`src/rtl/instr_fetch_ctrl.sv`:
```
// instr_fetch_ctrl: wait-state instruction fetch sequencer with a 2-entry prefetch buffer.
// Optional macro IFETCH_BOUND_CHECK_EN enables alignment/range checking of the fetch PC.
`default_nettype none

module instr_fetch_ctrl #(
  parameter logic [31:0] RESET_PC  = 32'h0000_0000,
  parameter int unsigned MEM_WAIT  = 4,
  parameter int unsigned MEM_WORDS = 1024
) (
  input  logic        clk,
  input  logic        rst_n,
  input  logic        start,
  input  logic        redirect_valid,
  input  logic [31:0] redirect_pc,
  output logic [31:0] mem_addr,
  output logic        mem_req,
  input  logic [31:0] mem_rdata,
  output logic        out_valid,
  output logic [31:0] out_instr,
  output logic [31:0] out_pc,
  input  logic        out_ready,
  output logic        busy,
  output logic        fault
);

  localparam int unsigned WCNT_W = (MEM_WAIT > 1) ? $clog2(MEM_WAIT) : 1;
  localparam logic [WCNT_W-1:0] c_WCNT_LAST = WCNT_W'(MEM_WAIT - 1);

  localparam logic [1:0] c_IDLE  = 2'd0;
  localparam logic [1:0] c_WAIT  = 2'd1;
  localparam logic [1:0] c_FULL  = 2'd2;
  localparam logic [1:0] c_FAULT = 2'd3;

  generate
    if (MEM_WAIT < 1 || MEM_WORDS == 0) begin : g_bad_cfg
      $error("instr_fetch_ctrl: MEM_WAIT and MEM_WORDS must be at least 1");
    end
  endgenerate

  logic [1:0]        r_state;
  logic [31:0]       r_pc;
  logic [WCNT_W-1:0] r_wcnt;
  logic              r_mem_req;
  logic              r_busy;
  logic              r_fault;
  logic              r_v0, r_v1;
  logic [31:0]       r_instr0, r_instr1, r_pc0, r_pc1;

  logic              w_pop, w_fire, w_push;
  logic [1:0]        w_occ_next;
  logic [1:0]        w_state_nxt;
  logic [31:0]       w_pc_nxt;
  logic [WCNT_W-1:0] w_wcnt_nxt;

  // Redirect overrides any push/pop happening in the same cycle.
  assign w_pop      = r_v0 && out_ready && !redirect_valid;
  assign w_fire     = (r_state == c_WAIT) && (r_wcnt == c_WCNT_LAST);
  assign w_push     = w_fire && !redirect_valid;
  assign w_occ_next = {1'b0, r_v0} + {1'b0, r_v1} + {1'b0, w_push} - {1'b0, w_pop};

`ifdef IFETCH_BOUND_CHECK_EN
  logic w_pc_illegal;
  assign w_pc_illegal = (w_pc_nxt[1:0] != 2'b00) ||
                        ({2'b00, w_pc_nxt[31:2]} >= 32'(MEM_WORDS));
`endif

  always_comb begin
    w_state_nxt = r_state;
    w_pc_nxt    = r_pc;
    w_wcnt_nxt  = r_wcnt;
    if (redirect_valid) begin
      w_pc_nxt    = redirect_pc;
      w_wcnt_nxt  = '0;
      w_state_nxt = c_WAIT;
    end else begin
      case (r_state)
        c_IDLE: begin
          if (start) begin
            w_state_nxt = c_WAIT;
            w_wcnt_nxt  = '0;
          end
        end
        c_WAIT: begin
          if (w_fire) begin
            w_pc_nxt    = r_pc + 32'd4;
            w_wcnt_nxt  = '0;
            w_state_nxt = (w_occ_next == 2'd2) ? c_FULL : c_WAIT;
          end else begin
            w_wcnt_nxt = r_wcnt + 1'b1;
          end
        end
        c_FULL: begin
          if (w_pop) begin
            w_state_nxt = c_WAIT;
            w_wcnt_nxt  = '0;
          end
        end
        default: ;
      endcase
    end
`ifdef IFETCH_BOUND_CHECK_EN
    // Every entry into (or continuation of) a fetch is vetted before mem_req rises.
    if (w_state_nxt == c_WAIT && w_pc_illegal) begin
      w_state_nxt = c_FAULT;
    end
`endif
  end

  always_ff @(posedge clk or negedge rst_n) begin
    if (!rst_n) begin
      r_state   <= c_IDLE;
      r_pc      <= RESET_PC;
      r_wcnt    <= '0;
      r_mem_req <= 1'b0;
      r_busy    <= 1'b0;
      r_fault   <= 1'b0;
    end else begin
      r_state   <= w_state_nxt;
      r_pc      <= w_pc_nxt;
      r_wcnt    <= w_wcnt_nxt;
      r_mem_req <= (w_state_nxt == c_WAIT);
      r_busy    <= (w_state_nxt != c_IDLE);
      r_fault   <= (w_state_nxt == c_FAULT);
    end
  end

  // Entry 0 is always the head; entry 1 only holds data while entry 0 does.
  always_ff @(posedge clk or negedge rst_n) begin
    if (!rst_n) begin
      r_v0     <= 1'b0;
      r_v1     <= 1'b0;
      r_instr0 <= '0;
      r_instr1 <= '0;
      r_pc0    <= '0;
      r_pc1    <= '0;
    end else if (redirect_valid) begin
      r_v0 <= 1'b0;
      r_v1 <= 1'b0;
    end else if (w_pop && w_push) begin
      if (r_v1) begin
        r_instr0 <= r_instr1;
        r_pc0    <= r_pc1;
        r_instr1 <= mem_rdata;
        r_pc1    <= r_pc;
      end else begin
        r_instr0 <= mem_rdata;
        r_pc0    <= r_pc;
      end
    end else if (w_pop) begin
      r_v0     <= r_v1;
      r_v1     <= 1'b0;
      r_instr0 <= r_instr1;
      r_pc0    <= r_pc1;
    end else if (w_push) begin
      if (!r_v0) begin
        r_v0     <= 1'b1;
        r_instr0 <= mem_rdata;
        r_pc0    <= r_pc;
      end else begin
        r_v1     <= 1'b1;
        r_instr1 <= mem_rdata;
        r_pc1    <= r_pc;
      end
    end
  end

  assign mem_addr  = r_pc;
  assign mem_req   = r_mem_req;
  assign busy      = r_busy;
  assign out_valid = r_v0;
  assign out_instr = r_instr0;
  assign out_pc    = r_pc0;

`ifdef IFETCH_BOUND_CHECK_EN
  assign fault = r_fault;
`else
  assign fault = 1'b0;
  logic w_unused_fault;
  assign w_unused_fault = r_fault;
`endif

endmodule

`default_nettype wire
```
`config.mk`:
```
export PLATFORM = sky130hd
export DESIGN_NAME = instr_fetch_ctrl
export DESIGN_NICKNAME = d
export VERILOG_FILES = /design/src/rtl/instr_fetch_ctrl.sv
export SDC_FILE = /design/constraint.sdc
export NUM_CORES = 1
export LEC_CHECK = 0
export CORE_MARGIN = 2
export CORE_UTILIZATION = 40
export DETAILED_ROUTE_END_ITERATION = 12
export PLACE_DENSITY = 0.65
export SETUP_SLACK_MARGIN = 0.1
export SLEW_MARGIN = 20
export SYNTH_ARGS = -nofsm -noshare
export SYNTH_HDL_FRONTEND = slang
export SYNTH_SLANG_ARGS = --single-unit
```
`constraint.sdc`:
```
create_clock -name clk -period 2.1 [get_ports clk]
set_input_delay 0.42 -clock clk [delete_from_list [all_inputs] [get_ports clk]]
set_output_delay 0.42 -clock clk [all_outputs]
set_load 0.02 [all_outputs]
```
==> summary.log, run 1 <==
qor: finish.final_util 0.5904
qor: finish.num-nets-final 953
qor: worst_setup_path.crit_path_cell_trace ha_2, nand3b_1, buf_4, buf_4, o21ai_4, buf_12, clkbuf_16, mux2i_1, a21oi_1
qor: yosys.syn-num-nets 740
qor: sta.slew-limit-headroom 0.5892
qor: yosys.ys_dominant_reg_cell sky130_fd_sc_hd__dfrtp_1
qor: finish.fillers 1515
qor: worst_setup_path.worstPathMaxFanout 9
qor: hold_path.holdCritPathClass in2async
qor: worst_setup_path.r2r.worst_path.cells 9
qor: die.pin_count 169
qor: yosys.post_synth_inst_count 667
qor: clock_network.htree_levels 4
qor: die.placementRows 50
qor: yosys.synthesis.yosys.warnings 0
qor: pwr.max-vdd-ir-drop 0.0005669 V
qor: placement.placement.setup.worst_slack -0.4029 ns
qor: clock_network.clk_latency 0.42 ns
qor: sta.final_hold_viol_count 0
qor: pwr.cellPowerDensity 1051 nW/um2
qor: clock_network.cts_tree done
qor: finish.n_antenna_cell 0
qor: drt.firstDrtPassIters 4
qor: placement.gp_congestion 0.7811
qor: sta.timing.final.setup_violations 0
qor: worst_setup_path.required 2.40 ns
qor: sta.tns 0 ns
qor: yosys.synth_seq_cells 168
qor: drt.post_drt_wl_per_cell 17.80 um
qor: placement.dpl.cell_count 1078
qor: worst_setup_path.critical_path.reg2reg.startpoint r_wcnt[1]
qor: sta.timing_worst_slew_pin_value 0.6161 ns
qor: sta.hold-worst-slack 0.4787 ns
qor: placement.place_area 9866 um2
qor: drt.detail_route.drc_violations 0
qor: outcome.run_status finished clean
qor: placement.place_hpwl 12880 um
qor: clock_network.ctsRootBufferMaster sky130_fd_sc_hd__clkbuf_16
qor: clock_network.clock-sinks 168
qor: placement.portBuffers 167
qor: pwr.leakage 5.469 nW
qor: worst_setup_path.worst_setup_path_endpoint out_instr[14]
qor: drt.dr.first_iter.drc_count 213
qor: yosys.yosysSeqAreaShare 0.5543
qor: yosys.synth_enable_flop_cells 0
qor: clock_network.cts_buffers 17
qor: yosys.asyncSetResetFlopFracSynth 1.000
qor: sta.clock-skew-final 0.006854 ns
qor: sta.layout_setup_ws 0.03770 ns
qor: worst_setup_path.cp.arrival 2.36 ns
qor: clock_network.bufs_on_longest_clock_path 2
qor: worst_setup_path.cp_common_cell sky130_fd_sc_hd__buf_4
qor: finish.layout_cells_sized_above_1 0.2195
qor: yosys.dominant_cells_by_area_after_synthesis sky130_fd_sc_hd__dfrtp_1 55%, sky130_fd_sc_hd__mux2_2 9.5%, sky130_fd_sc_hd__mux2i_1 8.6%
qor: worst_setup_path.crit_type reg2reg
qor: finish.layout-area-overhead-vs-synth 45.12%
qor: worst_setup_path.crit_path_top_delay_cell sky130_fd_sc_hd__dfrtp_1
qor: worst_setup_path.category_of_the_worst_setup_path_capture_point register
qor: grt.grt_pass1_wl 30770 um
qor: worst_setup_path.slowest_delay 0.36 ns
qor: drt.drt-total-wl 20060 um
qor: die.die_h 141.7 um
qor: drt.viasPerCell 5.118
qor: grt.pin_count_of_the_biggest_net_entering_global_routing 65
qor: die.die_x 141.7 um
qor: pwr.totalPowerFinal 11.57 mW
qor: worst_setup_path.r2r_slack 0.04 ns
qor: yosys.netlist.top_cell.by_area sky130_fd_sc_hd__dfrtp_1
qor: yosys.synthDistinctLibCells 41
qor: grt.grt_pass1_vias 5992
qor: sta.finalMaxSlewViolations 0
qor: sta.rsz0062_at_grt yes
qor: sta.max_clock_freq 0.4849 GHz
qor: yosys.area_of_the_mapped_netlist 7585 um2
qor: grt.number_of_antenna_violations_at_the_first_check_in_global_routing 0
qor: yosys.syn_area_per_cell 11.37 um2
qor: finish.final_cell_count_no_fill 1127
qor: worst_setup_path.crit_path_start_kind register
qor: drt.post_route_antenna_net_violation_count 0
qor: grt.groute.usage.overall 0.1931
qor: worst_setup_path.worstSetupStartpoint r_wcnt[1]
qor: sta.finalCritPeriodShare 0.9820
qor: yosys.proportion_of_netlist_area_held_by_the_largest_area_contributor 0.5543
qor: die.initial_util 0.4068
qor: clock_network.clk_pin_slew 0.07 ns
qor: worst_setup_path.critical_path_cell_count 9
qor: run.drv_cap 0
qor: sta.min_period 2.062 ns
qor: die.floorplan.die_area 20080 um2
qor: worst_setup_path.worst_r2r_endpoint out_instr[14]
qor: finish.finish.instance_area 11010 um2
qor: worst_setup_path.critPathTopFamily buffers and inverters
qor: grt.grt_overflow 0
qor: worst_setup_path.worstPathBufferInverterCount 4
qor: die.floorplan.core_area 18640 um2
qor: drt.via_count 5768
[power by group]
group,switching [mW],internal (mW)
clock network,1.34,2.23
logic,1.81,1.77
registers,0.446,3.97
[metal layers]
| metal | global-route usage | vias up | part of all wire |
|---|---|---|---|
| li1 | - | 2736 | - |
| met1 | 0.2551 | 2862 | 0.45 |
| met2 | 0.3224 | 147 | 0.49 |
| met3 | 0.04489 | 23 | 0.049 |
| met4 | 0.05000 | 0 | 0.011 |
| met5 | 0 | - | 0 |
[cells by family after synthesis]
family	synth area share
flops	0.5543
compound gates	0.07935
fa+ha+maj	0.006599
buf+inv	0.03250
mux	0.1808
xor+xnor	0.03349
other cells	0.0004944
simple gates	0.1125
[worst reg2reg max path, cell delays in order (launching register included)]
cell and delay [ns]:
sky130_fd_sc_hd__dfrtp_1 0.36, sky130_fd_sc_hd__ha_2 0.19, sky130_fd_sc_hd__nand3b_1 0.13, sky130_fd_sc_hd__buf_4 0.19
sky130_fd_sc_hd__buf_4 0.16, sky130_fd_sc_hd__o21ai_4 0.17, sky130_fd_sc_hd__buf_12 0.21, sky130_fd_sc_hd__clkbuf_16 0.20
sky130_fd_sc_hd__mux2i_1 0.24, sky130_fd_sc_hd__a21oi_1 0.10
[worst min-delay path by stage]
stage               cells past startpoint  startpoint             to  slack (ns)
floorplan                               0       rst_n           busy        0.12
global placement                        1       rst_n  out_instr[25]        0.36
detailed placement                      1       rst_n  out_instr[22]        0.37
CTS                                     2       rst_n  out_instr[22]        0.48
global route                            2       rst_n   r_instr1[25]        0.50
finish                                  2       rst_n   r_instr1[22]        0.48
[cells in the mapped netlist, types with 2 or more instances]
library cell               number
sky130_fd_sc_hd__xnor2_1       18
sky130_fd_sc_hd__clkbuf_1      17
sky130_fd_sc_hd__o21ai_0       30
sky130_fd_sc_hd__or3_1          3
sky130_fd_sc_hd__nand4_1        6
sky130_fd_sc_hd__nand3_1        9
sky130_fd_sc_hd__and4_1         2
sky130_fd_sc_hd__nor2_1        77
sky130_fd_sc_hd__buf_6          3
sky130_fd_sc_hd__inv_1          9
sky130_fd_sc_hd__nor3_1         6
sky130_fd_sc_hd__dfrtp_1      168
sky130_fd_sc_hd__nor4_2         3
sky130_fd_sc_hd__buf_2          8
sky130_fd_sc_hd__o21ai_1        4
sky130_fd_sc_hd__ha_1           4
sky130_fd_sc_hd__nand2_1       49
sky130_fd_sc_hd__buf_1          6
sky130_fd_sc_hd__a21oi_1       71
sky130_fd_sc_hd__mux2_2        64
sky130_fd_sc_hd__nor4_4         4
sky130_fd_sc_hd__buf_4          7
sky130_fd_sc_hd__a22o_1         2
sky130_fd_sc_hd__a21o_1         3
sky130_fd_sc_hd__xor2_1        11
sky130_fd_sc_hd__mux2i_1       65
sky130_fd_sc_hd__and3_1         4
[placed cells by master, fill, tap and decap left out, types with 2 or more instances in the layout]
cell	instances
sky130_fd_sc_hd__a21o_1	2
sky130_fd_sc_hd__a21oi_1	71
sky130_fd_sc_hd__a22o_1	2
sky130_fd_sc_hd__and3_1	4
sky130_fd_sc_hd__and4_1	2
sky130_fd_sc_hd__buf_12	8
sky130_fd_sc_hd__buf_16	3
sky130_fd_sc_hd__buf_4	44
sky130_fd_sc_hd__buf_6	5
sky130_fd_sc_hd__bufinv_16	5
sky130_fd_sc_hd__clkbuf_16	24
sky130_fd_sc_hd__clkbuf_8	3
sky130_fd_sc_hd__clkdlybuf4s50_1	145
sky130_fd_sc_hd__clkinvlp_4	4
sky130_fd_sc_hd__dfrtp_1	167
sky130_fd_sc_hd__dlygate4sd2_1	4
sky130_fd_sc_hd__dlymetal6s2s_1	16
sky130_fd_sc_hd__ha_1	2
sky130_fd_sc_hd__inv_1	9
sky130_fd_sc_hd__inv_8	2
sky130_fd_sc_hd__mux2_2	64
sky130_fd_sc_hd__mux2i_1	64
sky130_fd_sc_hd__nand2_1	48
sky130_fd_sc_hd__nand3_1	7
sky130_fd_sc_hd__nand3_4	2
sky130_fd_sc_hd__nand4_1	6
sky130_fd_sc_hd__nor2_1	74
sky130_fd_sc_hd__nor2_4	2
sky130_fd_sc_hd__nor3_1	2
sky130_fd_sc_hd__nor3_2	3
sky130_fd_sc_hd__nor3_4	2
sky130_fd_sc_hd__nor4_2	2
sky130_fd_sc_hd__nor4_4	6
sky130_fd_sc_hd__o21ai_0	27
sky130_fd_sc_hd__o21ai_1	6
sky130_fd_sc_hd__or3_4	2
sky130_fd_sc_hd__xnor2_1	18
sky130_fd_sc_hd__xor2_1	11
[flip-flops by register name (all words and copies together), names as in the netlist]
signal     cells
busy           1
mem_addr      32
mem_req        1
out_instr     32
out_pc        32
out_valid      1
r_instr1      32
r_pc1         32
r_state        2
r_v1           1
r_wcnt         2
[area by class of cell]
type                       count  area [um2]  area share
sequential                   168        4205      0.3821
multi-input combinational    449        3276      0.2976
timing repair buffer         235        2521      0.2291
clock buffer                  20       466.7     0.04240
tap                          234       292.8     0.02660
clock inverter                12       211.5     0.01921
inverter                       9       33.78    0.003069
[repair_timing]
item | 4_1_cts | 5_1_grt
hold buffers | 1 | 0
resized for setup | 10 | 42
buffers inserted | 4 | 4
endpoints found under the hold margin | 34 | 0
endpoints found under the setup margin | 85 | 146
gates cloned | 0 | 8
pin swaps | 3 | 11
Note: power is estimated with default switching activity, not from simulation.
==> inputs of run 2 (changes only) <==
--- a/config.mk
+++ b/config.mk
@@ -5,12 +5,14 @@
 export SDC_FILE = /design/constraint.sdc
 export NUM_CORES = 1
 export LEC_CHECK = 0
+export ABC_CLOCK_PERIOD_IN_PS = 2100
 export CORE_MARGIN = 2
 export CORE_UTILIZATION = 40
 export DETAILED_ROUTE_END_ITERATION = 12
 export PLACE_DENSITY = 0.65
 export SETUP_SLACK_MARGIN = 0.1
-export SLEW_MARGIN = 20
+export SKIP_CTS_REPAIR_TIMING = 1
+export SLEW_MARGIN = 0
 export SYNTH_ARGS = -nofsm -noshare
 export SYNTH_HDL_FRONTEND = slang
 export SYNTH_SLANG_ARGS = --single-unit
==> run 2 against run 1 <==
The run now ends with setup timing left. Sequential power about the same. Clock skew about the same. Utilization up 0.36 points. First-iteration DRC count down 11%. Final cell count up 0.44%. Total power up 0.10%. Worst setup slack worse by 0.061 ns. Critical path type is now in2reg.
==> summary.log, run 2 (synthesis results as in run 1) <==
qor: worst_setup_path.worst_setup_path_endpoint mem_req
qor: clock_network.clk_latency 0.42 ns
qor: sta.rsz0062_at_grt yes
qor: drt.drt-total-wl 19900 um
qor: finish.layout.cells.most_common sky130_fd_sc_hd__dfrtp_1
qor: pwr.leakage 5.507 nW
qor: finish.final_cell_count_no_fill 1132
qor: finish.fillers 1493
qor: drt.post_drt_wl_per_cell 17.58 um
qor: finish.finish.instance_area 11070 um2
qor: placement.placement.setup.worst_slack -0.4029 ns
qor: clock_network.cts_buffers 17
qor: drt.post_route_antenna_net_violation_count 0
qor: worst_setup_path.critical_path.reg2reg.startpoint r_wcnt[0]
qor: placement.place_area 9866 um2
qor: sta.finalCritPeriodShare 1.011
qor: worst_setup_path.crit_path_start_kind input pin
qor: worst_setup_path.r2r_slack -0.01 ns
qor: placement.place_hpwl 12880 um
qor: drt.detail_route.drc_violations 0
qor: worst_setup_path.worstPathMaxFanout 2
qor: placement.portBuffers 167
qor: finish.layout_common_cells 166 x sky130_fd_sc_hd__dfrtp_1, 147 x sky130_fd_sc_hd__clkdlybuf4s50_1, 73 x sky130_fd_sc_hd__nor2_1
qor: clock_network.bufs_on_longest_clock_path 2
qor: die.floorplan.core_area 18640 um2
qor: sta.final_hold_viol_count 0
qor: drt.dr.first_iter.drc_count 189
qor: pwr.max-vdd-ir-drop 0.0005738 V
qor: clock_network.ctsRootBufferMaster sky130_fd_sc_hd__clkbuf_16
qor: die.initial_util 0.4068
qor: finish.layout-area-overhead-vs-synth 46.01%
qor: sta.hold-worst-slack 0.4840 ns
qor: clock_network.cts_tree done
qor: finish.layout_cells_sized_above_1 0.2305
qor: finish.num-nets-final 958
qor: drt.via_count 5765
qor: sta.finalMaxSlewViolations 0
qor: die.placementRows 50
qor: sta.tns -0.03312 ns
qor: sta.timing.final.setup_violations 2
qor: grt.pin_count_of_the_biggest_net_entering_global_routing 65
qor: finish.n_antenna_cell 0
qor: sta.timing_worst_slew_pin_value 0.6276 ns
qor: worst_setup_path.r2r.worst_path.cells 11
qor: worst_setup_path.cp.arrival 2.44 ns
qor: grt.grt_overflow 0
qor: die.pin_count 169
qor: worst_setup_path.worstSetupStartpoint out_ready
qor: pwr.cellPowerDensity 1046 nW/um2
qor: placement.gp_congestion 0.7811
qor: hold_path.holdCritPathClass in2async
qor: die.die_x 141.7 um
qor: grt.grt_pass1_wl 30550 um
qor: finish.final_util 0.5940
qor: outcome.failed_checks setup timing
qor: sta.slew-limit-headroom 0.5816
qor: worst_setup_path.required 2.42 ns
qor: grt.number_of_antenna_violations_at_the_first_check_in_global_routing 0
qor: worst_setup_path.category_of_the_worst_setup_path_capture_point register
qor: drt.viasPerCell 5.093
qor: sta.layout_setup_ws -0.02327 ns
qor: worst_setup_path.worst_r2r_endpoint mem_req
qor: clock_network.htree_levels 4
qor: sta.max_clock_freq 0.4710 GHz
qor: run.drv_cap 0
qor: sta.min_period 2.123 ns
qor: sta.clock-skew-final 0.006821 ns
qor: grt.grt_pass1_vias 5969
qor: clock_network.clock-sinks 168
qor: outcome.run_status finished with violations
qor: clock_network.clk_pin_slew 0.07 ns
qor: drt.firstDrtPassIters 6
qor: worst_setup_path.crit_type in2reg
qor: pwr.totalPowerFinal 11.58 mW
qor: die.die_h 141.7 um
qor: placement.dpl.cell_count 1078
qor: grt.groute.usage.overall 0.1915
qor: die.floorplan.die_area 20080 um2
## run 2: where the power goes
part	switching, mW	internal (mW)	total [mW]
Combinational	1.81	1.78	3.59
Sequential	0.450	3.97	4.42
Clock	1.34	2.23	3.57
Total	3.60	7.98	11.6
## run 2: final cells by class
class	count	area [um2]	share of cell area
Multi-Input combinational cell	449	3304	0.2984
Inverter	9	33.78	0.003050
Clock buffer	20	466.7	0.04214
Tap cell	234	292.8	0.02644
Sequential cell	168	4207	0.3798
Clock inverter	12	211.5	0.01909
Timing Repair Buffer	240	2559	0.2310
## run 2: how the worst min path moves through the flow
| stage | cells after the start | endpoint | startpoint |
|---|---|---|---|
| 6_report | 2 | r_instr1[22] | rst_n |
| 5_1_grt | 2 | r_instr1[25] | rst_n |
| 4_1_cts | 1 | out_instr[22] | rst_n |
| 3_5_place_dp | 1 | out_instr[22] | rst_n |
| 3_3_place_gp | 1 | out_instr[25] | rst_n |
| 2_1_floorplan | 0 | busy | rst_n |
## run 2: per-layer routing
| layer | vias up | track usage | share of wire | routed length [um] |
|---|---|---|---|---|
| li1 | 2749 | - | - | - |
| met1 | 2849 | 0.2538 | 0.46 | 9086 |
| met2 | 148 | 0.3183 | 0.48 | 9600 |
| met3 | 19 | 0.04489 | 0.050 | 1000 |
| met4 | 0 | 0.05000 | 0.011 | 213 |
| met5 | - | 0 | 0 | 0 |
## run 2: worst max-delay path: stages
cell and delay, ns:
sky130_fd_sc_hd__clkdlybuf4s50_1 0.50, sky130_fd_sc_hd__nand2_2 0.07, sky130_fd_sc_hd__nor2_2 0.17, sky130_fd_sc_hd__ha_4 0.24, sky130_fd_sc_hd__xnor2_2 0.14, sky130_fd_sc_hd__ha_2 0.16, sky130_fd_sc_hd__o21bai_4 0.16, sky130_fd_sc_hd__xnor2_1 0.15
sky130_fd_sc_hd__nor2_1 0.14, sky130_fd_sc_hd__nand2_1 0.10, sky130_fd_sc_hd__a21o_1 0.19
==> inputs of run 3 (changes only) <==
--- a/config.mk
+++ b/config.mk
@@ -9,6 +9,7 @@
 export CORE_MARGIN = 2
 export CORE_UTILIZATION = 40
 export DETAILED_ROUTE_END_ITERATION = 12
+export MAX_ROUTING_LAYER = met4
 export PLACE_DENSITY = 0.65
 export SETUP_SLACK_MARGIN = 0.1
 export SKIP_CTS_REPAIR_TIMING = 1
==> run 3 against run 2 <==
The run still ends with setup timing left. Final cell count unchanged. First-iteration DRC count is 12% lower. Worst setup slack gained 0.0087 ns. Non-clock buffer count did not move. Critical path type unchanged. Highest routed layer unchanged.
==> summary.log, run 3 (synthesis results as in run 1) <==
qor: pwr.p_int 7.979 mW
qor: worst_setup_path.slowest_delay 0.50 ns
qor: finish.layout.cells.most_common sky130_fd_sc_hd__dfrtp_1
qor: sta.hold-worst-slack 0.4816 ns
qor: drt.via_count 5716
qor: pwr.max-vdd-ir-drop 0.0005709 V
qor: drt.post_drt_wl_per_cell 17.57 um
qor: run.drv_cap 0
qor: finish.final_cell_count_no_fill 1132
qor: worst_setup_path.worst_setup_path_endpoint mem_req
qor: drt.detail_route.drc_violations 0
qor: outcome.run_status finished with violations
qor: sta.min_period 2.115 ns
qor: pwr.comb_power_share 0.310
qor: outcome.failed_checks setup timing
qor: clock_network.htree_levels 4
qor: worst_setup_path.required 2.42 ns
qor: finish.final_util 0.5941
qor: pwr.share_seq_of_total_power 0.381
qor: clock_network.ctsRootBufferMaster sky130_fd_sc_hd__clkbuf_16
qor: worst_setup_path.category_of_the_worst_setup_path_capture_point register
qor: sta.final_hold_viol_count 0
qor: grt.pin_count_of_the_biggest_net_entering_global_routing 65
qor: finish.finish.instance_area 11080 um2
qor: pwr.switching_share 0.3112
qor: worst_setup_path.worstPathMaxFanout 2
qor: grt.global_route.usage.met1 0.2569
qor: sta.slew-limit-headroom 0.5808
qor: sta.finalCritPeriodShare 1.007
qor: clock_network.cts_tree done
qor: sta.max_clock_freq 0.4729 GHz
qor: finish.n_antenna_cell 0
qor: pwr.leakage 5.519 nW
qor: placement.portBuffers 167
qor: clock_network.clk_pin_slew 0.07 ns
qor: drt.drt-total-wl 19890 um
qor: worst_setup_path.critical_path.reg2reg.startpoint r_wcnt[1]
qor: grt.number_of_antenna_violations_at_the_first_check_in_global_routing 0
qor: finish.num-nets-final 958
qor: grt.grt_pass1_wl 30530 um
qor: grt.grt_most_used_layer met2
qor: finish.layout_cells_sized_above_1 0.2294
qor: pwr.cellPowerDensity 1046 nW/um2
qor: sta.clock-skew-final 0.006766 ns
qor: clock_network.clk_latency 0.42 ns
qor: sta.rsz0062_at_grt yes
qor: finish.fillers 1493
qor: pwr.power.share.clock 0.308
qor: worst_setup_path.r2r.worst_path.cells 11
qor: die.initial_util 0.4068
qor: clock_network.clock-sinks 168
qor: die.die_x 141.7 um
qor: sta.finalMaxSlewViolations 0
qor: worst_setup_path.r2r_slack 0 ns
qor: placement.gp_congestion 0.7919
qor: grt.groute.usage.overall 0.1973
qor: worst_setup_path.worstSetupStartpoint out_ready
qor: finish.layout_common_cells 167 x sky130_fd_sc_hd__dfrtp_1, 146 x sky130_fd_sc_hd__clkdlybuf4s50_1, 73 x sky130_fd_sc_hd__nor2_1
qor: grt.grt_pass1_vias 5974
qor: sta.timing_worst_slew_pin_value 0.6288 ns
qor: die.pin_count 169
qor: worst_setup_path.crit_path_start_kind input pin
qor: hold_path.holdCritPathClass in2async
qor: drt.firstDrtPassIters 4
qor: die.die_h 141.7 um
qor: clock_network.bufs_on_longest_clock_path 2
qor: grt.global_route_track_usage_on_met2 0.3178
qor: sta.timing.final.setup_violations 2
qor: die.floorplan.core_area 18640 um2
qor: worst_setup_path.crit_type in2reg
qor: placement.dpl.cell_count 1078
qor: die.floorplan.die_area 20080 um2
qor: worst_setup_path.crit_path_top_delay_cell sky130_fd_sc_hd__clkdlybuf4s50_1
qor: placement.place_area 9866 um2
qor: sta.layout_setup_ws -0.01455 ns
qor: sta.tns -0.01880 ns
qor: drt.post_route_antenna_net_violation_count 0
qor: drt.dr.first_iter.drc_count 167
qor: drt.viasPerCell 5.049
qor: worst_setup_path.cp.arrival 2.43 ns
qor: clock_network.cts_buffers 17
qor: finish.layout-area-overhead-vs-synth 46.02%
qor: worst_setup_path.crit_path_cell_trace clkdlybuf4s50_1, nand2_2, nor2_2, ha_4, xnor2_2, ha_2, o21bai_4, xnor2_1, nor2_1, nand2_1, a21o_1
qor: placement.place_hpwl 12880 um
qor: grt.grt_overflow 0
qor: pwr.power_switching 3.605 mW
qor: worst_setup_path.worst_r2r_endpoint mem_req
qor: die.placementRows 50
qor: grt.gr-usage-met3 0.04117
-- run 3: layout make-up --
class | count | area (um2) | area share
flip-flops and latches | 168 | 4205 | 0.3797
multi-input cells | 449 | 3304 | 0.2984
repair buffers | 240 | 2561 | 0.2312
clock buffers | 20 | 466.7 | 0.04214
well taps | 234 | 292.8 | 0.02643
clock inverters | 12 | 211.5 | 0.01909
inverters | 9 | 33.78 | 0.003050
-- run 3: metrics by stage --
stage,power [mW],setup slack (ns)
final,11.58,-0.01455
after global routing,12.17,-0.09185
after CTS,11.66,-0.02730
after detailed placement,8.049,-0.4029
after global placement,7.955,-0.3663
after floorplan,6.105,0.1026
-- run 3: worst min path at each step --
stage / slack, ns / startpoint / depth (start not counted) / endpoint
6_report: 0.48 / rst_n / 2 / r_instr1[17]
4_1_cts: -0.09 / rst_n / 1 / out_instr[22]
5_1_grt: 0.50 / rst_n / 2 / r_instr1[25]
3_5_place_dp: 0.37 / rst_n / 1 / out_instr[22]
2_1_floorplan: 0.12 / rst_n / 0 / busy
3_3_place_gp: 0.36 / rst_n / 1 / out_instr[25]
-- run 3: layer usage --
layer | vias up | share of wire
li1 | 2740 | -
met1 | 2818 | 0.46
met2 | 139 | 0.48
met3 | 19 | 0.045
met4 | 0 | 0.011
met5 | - | 0
-- run 3: critical path, delay by kind of cell --
| family | cells | cell delay [ns] |
|---|---|---|
| XOR/XNOR | 2 | 0.29 |
| AO/OA/AOI/OAI | 2 | 0.34 |
| AND/OR/NAND/NOR | 4 | 0.47 |
| adder cells (fa/ha/maj) | 2 | 0.40 |
| buffers and inverters | 1 | 0.50 |
-- run 3: power by group through the flow --
stage               sequential, mW  clock [mW]  combinational (mW)
floorplan                     5.28           0               0.824
global placement              4.44           0                3.51
detailed placement            4.48           0                3.57
CTS                           4.43        3.64                3.59
global route                  4.52        3.78                3.87
finish                        4.42        3.57                3.59
